===== config.mk =====
export PLATFORM = sky130hd
export DESIGN_NAME = stepper_phase_decoder
export DESIGN_NICKNAME = d
export VERILOG_FILES = /design/src/rtl/stepper_pkg.sv /design/src/rtl/phase_filter.sv /design/src/rtl/stepper_phase_decoder.sv
export SDC_FILE = /design/constraint.sdc
export NUM_CORES = 1
export LEC_CHECK = 0
export CAP_MARGIN = 20
export CORE_UTILIZATION = 52
export CTS_CLUSTER_SIZE = 28
export DETAILED_ROUTE_END_ITERATION = 12
export GPL_TIMING_DRIVEN = 0
export PLACE_DENSITY = 0.77
export SLEW_MARGIN = 20
export SYNTH_ARGS = -nofsm -noshare
export SYNTH_HDL_FRONTEND = slang
export SYNTH_SLANG_ARGS = --single-unit

===== constraint.sdc =====
create_clock -name clk -period 3.15 [get_ports clk]
set_clock_uncertainty 0.1 [all_clocks]
set_input_delay 0.945 -clock clk [delete_from_list [all_inputs] [get_ports clk]]
set_output_delay 0.945 -clock clk [all_outputs]
set_load 0.1 [all_outputs]

===== src/rtl/stepper_pkg.sv =====
`default_nettype none
// ============================================================================
// stepper_pkg : phase codes, FSM states and decode helpers for the decoder
// Revision    : 1.0
// ============================================================================
package stepper_pkg;

    localparam logic [3:0] PH0    = 4'b0001;
    localparam logic [3:0] PH1    = 4'b0010;
    localparam logic [3:0] PH2    = 4'b0100;
    localparam logic [3:0] PH3    = 4'b1000;
    localparam logic [3:0] PH_OFF = 4'b0000;

    typedef enum logic [1:0] {
        IDLE  = 2'd0,
        TRACK = 2'd1,
        FAULT = 2'd2
    } state_t;

    typedef struct packed {
        logic       valid;
        logic [1:0] idx;
    } phase_dec_t;

    function automatic phase_dec_t decode_phase(input logic [3:0] code);
        phase_dec_t d;
        d.valid = 1'b1;
        d.idx   = 2'd0;
        case (code)
            PH0:     d.idx = 2'd0;
            PH1:     d.idx = 2'd1;
            PH2:     d.idx = 2'd2;
            PH3:     d.idx = 2'd3;
            default: d.valid = 1'b0;
        endcase
        return d;
    endfunction

    // 2-bit subtraction gives the forward distance modulo 4
    function automatic logic [1:0] phase_delta(input logic [1:0] new_idx,
                                               input logic [1:0] old_idx);
        return new_idx - old_idx;
    endfunction

endpackage
`default_nettype wire


===== src/rtl/phase_filter.sv =====
`default_nettype none
// ============================================================================
// phase_filter : coil-pattern synchronizer plus N-sample stability filter
// Revision     : 1.0
// ============================================================================
module phase_filter #(
    parameter int SYNC_STAGES   = 2,
    parameter int FILTER_CYCLES = 4
) (
    input  logic       clk,
    input  logic       reset_n,
    input  logic [3:0] pin_async,
    output logic [3:0] code,
    output logic       accept
);

    localparam int                CNT_W   = $clog2(FILTER_CYCLES + 1);
    localparam logic [CNT_W-1:0]  CNT_MAX = CNT_W'(FILTER_CYCLES);

    logic [SYNC_STAGES-1:0][3:0] r_sync;
    logic [3:0]                  w_sync_out;
    logic [3:0]                  r_cand;
    logic [CNT_W-1:0]            r_cnt;
    logic                        r_accept;

    always_ff @(posedge clk or negedge reset_n) begin
        if (!reset_n) begin
            r_sync <= '0;
        end else begin
            r_sync <= {r_sync[SYNC_STAGES-2:0], pin_async};
        end
    end

    assign w_sync_out = r_sync[SYNC_STAGES-1];

    // accept is registered on the cycle the count first reaches its limit
    always_ff @(posedge clk or negedge reset_n) begin
        if (!reset_n) begin
            r_cand   <= '0;
            r_cnt    <= '0;
            r_accept <= 1'b0;
        end else if (w_sync_out != r_cand) begin
            r_cand   <= w_sync_out;
            r_cnt    <= CNT_W'(1);
            r_accept <= (FILTER_CYCLES == 1);
        end else if (r_cnt != CNT_MAX) begin
            r_cnt    <= r_cnt + 1'b1;
            r_accept <= ((r_cnt + 1'b1) == CNT_MAX);
        end else begin
            r_accept <= 1'b0;
        end
    end

    assign code   = r_cand;
    assign accept = r_accept;

endmodule
`default_nettype wire


===== src/rtl/stepper_phase_decoder.sv =====
`default_nettype none
// ============================================================================
// stepper_phase_decoder : wave-drive coil monitor tracking position, direction
//                         and illegal/skip/stall conditions
// Revision              : 1.0
// ============================================================================
module stepper_phase_decoder
    import stepper_pkg::*;
#(
    parameter int SYNC_STAGES   = 2,
    parameter int FILTER_CYCLES = 4,
    parameter int POS_W         = 16,
    parameter int STALL_CYCLES  = 1000000
) (
    input  logic             clk,
    input  logic             reset_n,
    input  logic [3:0]       motorpin,
    input  logic             pos_clr,
    input  logic             err_clr,
    output logic             step_pulse,
    output logic             dir,
    output logic [POS_W-1:0] position,
    output logic [1:0]       phase_idx,
    output logic             locked,
    output logic             stalled,
    output logic             err_illegal,
    output logic             err_skip
);

    localparam int                STALL_W   = $clog2(STALL_CYCLES + 1);
    localparam logic [STALL_W-1:0] STALL_MAX = STALL_W'(STALL_CYCLES);

    logic [3:0]         w_code;
    logic               w_accept;
    phase_dec_t         w_dec;
    logic [1:0]         w_delta;

    state_t             r_state,    w_state_nxt;
    logic [1:0]         r_phase,    w_phase_nxt;
    logic [POS_W-1:0]   r_pos,      w_pos_nxt;
    logic               r_dir,      w_dir_nxt;
    logic               r_step,     w_step_nxt;
    logic               r_err_ill,  w_err_ill_nxt;
    logic               r_err_skip, w_err_skip_nxt;
    logic [STALL_W-1:0] r_stall,    w_stall_nxt;
    logic               w_set_ill;
    logic               w_set_skip;

    phase_filter #(
        .SYNC_STAGES   (SYNC_STAGES),
        .FILTER_CYCLES (FILTER_CYCLES)
    ) u_filter (
        .clk       (clk),
        .reset_n   (reset_n),
        .pin_async (motorpin),
        .code      (w_code),
        .accept    (w_accept)
    );

    always_comb begin
        w_dec       = decode_phase(w_code);
        w_delta     = phase_delta(w_dec.idx, r_phase);
        w_state_nxt = r_state;
        w_phase_nxt = r_phase;
        w_dir_nxt   = r_dir;
        w_step_nxt  = 1'b0;
        w_set_ill   = 1'b0;
        w_set_skip  = 1'b0;

        if (w_accept) begin
            case (r_state)
                IDLE: begin
                    if (w_dec.valid) begin
                        w_state_nxt = TRACK;
                        w_phase_nxt = w_dec.idx;
                    end else if (w_code != PH_OFF) begin
                        w_state_nxt = FAULT;
                        w_set_ill   = 1'b1;
                    end
                end
                TRACK: begin
                    if (w_dec.valid) begin
                        case (w_delta)
                            2'd1: begin
                                w_step_nxt  = 1'b1;
                                w_dir_nxt   = 1'b1;
                                w_phase_nxt = w_dec.idx;
                            end
                            2'd3: begin
                                w_step_nxt  = 1'b1;
                                w_dir_nxt   = 1'b0;
                                w_phase_nxt = w_dec.idx;
                            end
                            2'd2: begin
                                w_set_skip  = 1'b1;
                                w_phase_nxt = w_dec.idx;
                            end
                            default: ;
                        endcase
                    end else if (w_code == PH_OFF) begin
                        w_state_nxt = IDLE;
                    end else begin
                        w_state_nxt = FAULT;
                        w_set_ill   = 1'b1;
                    end
                end
                FAULT: begin
                    if (w_dec.valid) begin
                        w_state_nxt = TRACK;
                        w_phase_nxt = w_dec.idx;
                    end else if (w_code == PH_OFF) begin
                        w_state_nxt = IDLE;
                    end
                end
                default: w_state_nxt = IDLE;
            endcase
        end

        // pos_clr overrides any concurrent step
        if (pos_clr) begin
            w_pos_nxt = '0;
        end else if (w_step_nxt) begin
            w_pos_nxt = w_dir_nxt ? (r_pos + POS_W'(1)) : (r_pos - POS_W'(1));
        end else begin
            w_pos_nxt = r_pos;
        end

        w_err_ill_nxt  = w_set_ill  | (r_err_ill  & ~err_clr);
        w_err_skip_nxt = w_set_skip | (r_err_skip & ~err_clr);

        if ((r_state != TRACK) || (w_state_nxt != TRACK) || w_step_nxt || w_set_skip) begin
            w_stall_nxt = '0;
        end else if (r_stall != STALL_MAX) begin
            w_stall_nxt = r_stall + 1'b1;
        end else begin
            w_stall_nxt = r_stall;
        end
    end

    always_ff @(posedge clk or negedge reset_n) begin
        if (!reset_n) begin
            r_state    <= IDLE;
            r_phase    <= '0;
            r_pos      <= '0;
            r_dir      <= 1'b0;
            r_step     <= 1'b0;
            r_err_ill  <= 1'b0;
            r_err_skip <= 1'b0;
            r_stall    <= '0;
        end else begin
            r_state    <= w_state_nxt;
            r_phase    <= w_phase_nxt;
            r_pos      <= w_pos_nxt;
            r_dir      <= w_dir_nxt;
            r_step     <= w_step_nxt;
            r_err_ill  <= w_err_ill_nxt;
            r_err_skip <= w_err_skip_nxt;
            r_stall    <= w_stall_nxt;
        end
    end

    assign step_pulse  = r_step;
    assign dir         = r_dir;
    assign position    = r_pos;
    assign phase_idx   = r_phase;
    assign locked      = (r_state == TRACK);
    assign stalled     = (r_stall == STALL_MAX);
    assign err_illegal = r_err_ill;
    assign err_skip    = r_err_skip;

endmodule
`default_nettype wire


==> metrics.md <==
| Metric | Value |
|---|---|
| RSZ-0062 raised after global routing | `yes` |
| Violated checks | `negative setup slack` |
| Routability cong. | `roughly 0.85` |
| Design Area, Final | `~4300 sq um` |
| Mapped Area | `3290 sq um` |
| Max_cap viols | `0` |
| Worst slew margin | `34.3%` |
| Syn avg cell area | `~9.4 sq um` |
| Critical Path Slowest Stage Cell | `or3_4` |
| Rows | `28` |
| Largest net degree at the start of global routing | `47` |
| P_int | `1.28 mW` |
| Grt ovf | `0` |
| Antenna cell count | `0` |
| Residual DRC | `0` |
| Tot GR Track Use | `24.9%` |
| Synth cell types | `54` |
| Share of the synthesized area in the top cell type | `45.6%` |
| Clock buffer count from CTS | `9` |
| Syn_nets | `roughly 370` |
| Seq. cell area | `about 1500 sq um` |
| Synth top area cells | `dfrtp_1 46%, nor2_1 6.0%, xnor2_1 4.8%` |
| Layout Utilization | `71.8%` |
| CP Launch Type | `register` |
| Antenna viol nets, final | `0` |
| PortBufs | `31` |
| Max Freq | `around 300 MHz` |
| Clk slew on worst S/H paths | `0.07 ns` |
| Vias post-DR | `2,796` |
| Area Overhead vs Synth | `31.3%` |
| Initial antenna violation count | `0` |
| Synth area leader | `dfrtp_1` |
| Max incr delay on CP | `0.40 ns` |
| Worst-path fanout max | `8` |
| Syn. warnings | `0` |
| Reg power frac | `between 40% and 50%` |
| Gate count after technology mapping | `350` |
| Final period util | `105%` |
| Routed wire per std cell | `15.3 microns` |
| Die W | `81.6 microns` |
| Post-synth EDFFs | `0` |
| Slew Limit Fails | `0` |
| Die area | `6660 sq um` |
| Sw frac | `24.6%` |
| Setup violators final | `6` |
| Sequential element share of the synthesized area | `45.6%` |
| Ys flop type | `dfrtp_1` |
| Initial DRC Count | `179` |
| NetSw | `0.416 mW` |
| Final worst setup slack | `-0.153 ns` |
| Num ports | `32` |
| Share of post-route cells with drive strength above 1 | `19.0%` |
| DRT Pass-1 Iters | `4` |
| Root Buffer | `clkbuf_8` |
| Nets | `427` |
| CP Cell Sequence | `buf_6, or3_4, ha_4, xor2_4, xnor2_4, a21oi_4, buf_6, xnor2_4, ha_4, nor3_4, nand2_2, or3_1, a21oi_2, mux2_4` |
| Critical Path AT | `around 3.4 ns` |
| Starting density of the core | `54.7%` |
| Lkg Pwr | `1.79 nW` |
| Combinational Power Share | `between 7 and 8%` |
| Vias in the first global route | `roughly 2,700` |
| Commonest cells after routing, fill and taps aside | `58 x dfrtp_1, 52 x nor2_1, 28 x clkdlybuf4s50_1` |
| VDD IR max | `0.404 mV` |
| FILL cells | `430` |
| FFs w/ async S/R, synth | `100%` |
| Core Footprint | `6030 sq um` |
| CTS sink count | `60` |
| Most common cell after layout, fill and taps aside | `dfrtp_1` |
| First-pass GRT wire length | `12.4 mm` |
| Crit path required time | `3.29 ns` |
| Dpl hpwl | `slightly below 5 mm` |
| Detailed Route WL | `around 7.5 mm` |
| Final hold violations | `0` |
| Clock power share | `between 40% and 50%` |
| PwrDens | `391 nW/um^2` |
| Endpoint class of the critical path | `register` |
| Die height | `81.6 microns` |
| Worst-margin pin slew | `~0.98 ns` |
| Clk buf depth | `2` |
| Placed inst area | `3810 sq um` |
| Multi-input logic area | `1880 sq um` |
| Crit path kind | `reg2reg` |
| Hold WC Path Type | `reg2reg` |
| Seq cells post-synth | `60` |
| Tmin final | `around 3.3 ns` |
| Status | `complete, but fails checks` |
| CTS H-tree depth | `3` |
| Clock tree from TritonCTS | `done` |
| Worst-skew pair later-pin latency | `0.35 ns` |
| Vias/cell | `5.71` |
sequential cells by signal, indices dropped and copies added (netlist names):
signal / count
u_filter.r_sync: 4
step_pulse: 1
r_stall: 20
err_illegal: 1
phase_idx: 2
u_filter.w_sync_out: 4
r_state: 2
position: 16
u_filter.accept: 1
dir: 1
u_filter.r_cnt: 3
err_skip: 1
u_filter.code: 4
power by group through the flow:
stage               clock [mW]  sequential (mW)  combinational [mW]
floorplan                    0            0.809              0.0684
finish                   0.776            0.796               0.121
global route             0.821            0.798               0.134
detailed placement           0            0.810               0.116
global placement             0            0.809               0.108
CTS                      0.781            0.796               0.119
stage by stage:
step	setup TNS [ns]	hold WS (ns)	total power, mW	worst slack, ns	std cells
floorplan	-0.493	0.231	0.878	-0.211	350
global placement	-52.62	0.233	0.917	-1.05	456
detailed placement	-2.74	0.236	0.926	-0.547	457
CTS	-0.818	0.250	1.70	-0.183	485
global route	-1.56	0.261	1.75	-0.270	490
finish	-0.666	0.250	1.69	-0.153	490
routing by layer:
layer  up-vias  routed length [microns]  GRT usage [%]  part of all wire [%]
met5         -                        0              0                     0
met4         0                      171           9.82                   2.3
met3        25                      343           6.44                   4.6
met2       101                     3430           36.8                    46
met1      1335                     3550           35.0                    47
li1       1335                        -              -                     -
path summary, 6_finish.rpt:
kind                                    start                     end  slack, ns  depth (start not counted)
hold reg to reg            u_filter.r_sync[0]  u_filter.w_sync_out[0]       0.25                          0
min in group asynchronous             reset_n            phase_idx[1]       0.34                          1
setup / recovery             u_filter.code[2]            position[12]      -0.15                         14
hold / removal             u_filter.r_sync[0]  u_filter.w_sync_out[0]       0.25                          0
max in group asynchronous             reset_n             r_stall[12]       2.11                          2
setup reg to reg             u_filter.code[2]            position[12]      -0.15                         14
worst max-delay path, delay by kind of cell (launching register included):
family	cells	cell delay [ns]
XOR/XNOR	3	0.40
buffers and inverters	2	0.29
adder cells (fa/ha/maj)	2	0.38
AO/OA/AOI/OAI	2	0.36
multiplexers	1	0.31
flip-flops	1	0.38
AND/OR/NAND/NOR	4	0.96
cell families after synthesis:
family | count (synthesis) | synth area share (%)
AO/OA/AOI/OAI | 44 | 9.27
XOR/XNOR | 36 | 10.0
adder cells (fa/ha/maj) | 9 | 3.42
buffers and inverters | 33 | 4.48
flip-flops | 60 | 45.6
multiplexers | 10 | 3.27
AND/OR/NAND/NOR | 158 | 24.0
layout make-up:
class                           instances  share of cell area, %
Buffer                                 16                   1.59
Tap cell                               75                   2.17
Timing Repair Buffer                   52                   11.6
Multi-Input combinational cell        257                   43.5
Clock buffer                           10                   2.95
Inverter                               14                   1.39
Clock inverter                          6                   2.05
Sequential cell                        60                   34.8
synth_stat cells, drive strengths merged, types with 2 or more instances:
cell     count
buf          5
and3         3
a21oi       14
nor2        54
nand4       12
or3          8
clkbuf      14
mux2         6
and4         4
nor3         9
or4          3
a31oi        5
o21ai        9
o211ai       3
dfrtp       60
nand3b       2
o32ai        2
nand2       28
o2111ai      2
nor3b        2
xor2        17
nand3       15
nor4         7
nor2b        7
inv         14
mux2i        4
xnor2       19
ha           9
repair_timing:
| action | CTS | global route |
|---|---|---|
| hold buffers | 0 | 0 |
| endpoints found under the hold margin | 0 | 0 |
| setup endpoints to repair | 12 | 9 |
| resized for setup | 27 | 15 |
| pin swaps | 13 | 12 |
| setup buffers | 14 | 7 |
(Power assumes the default switching activity.)
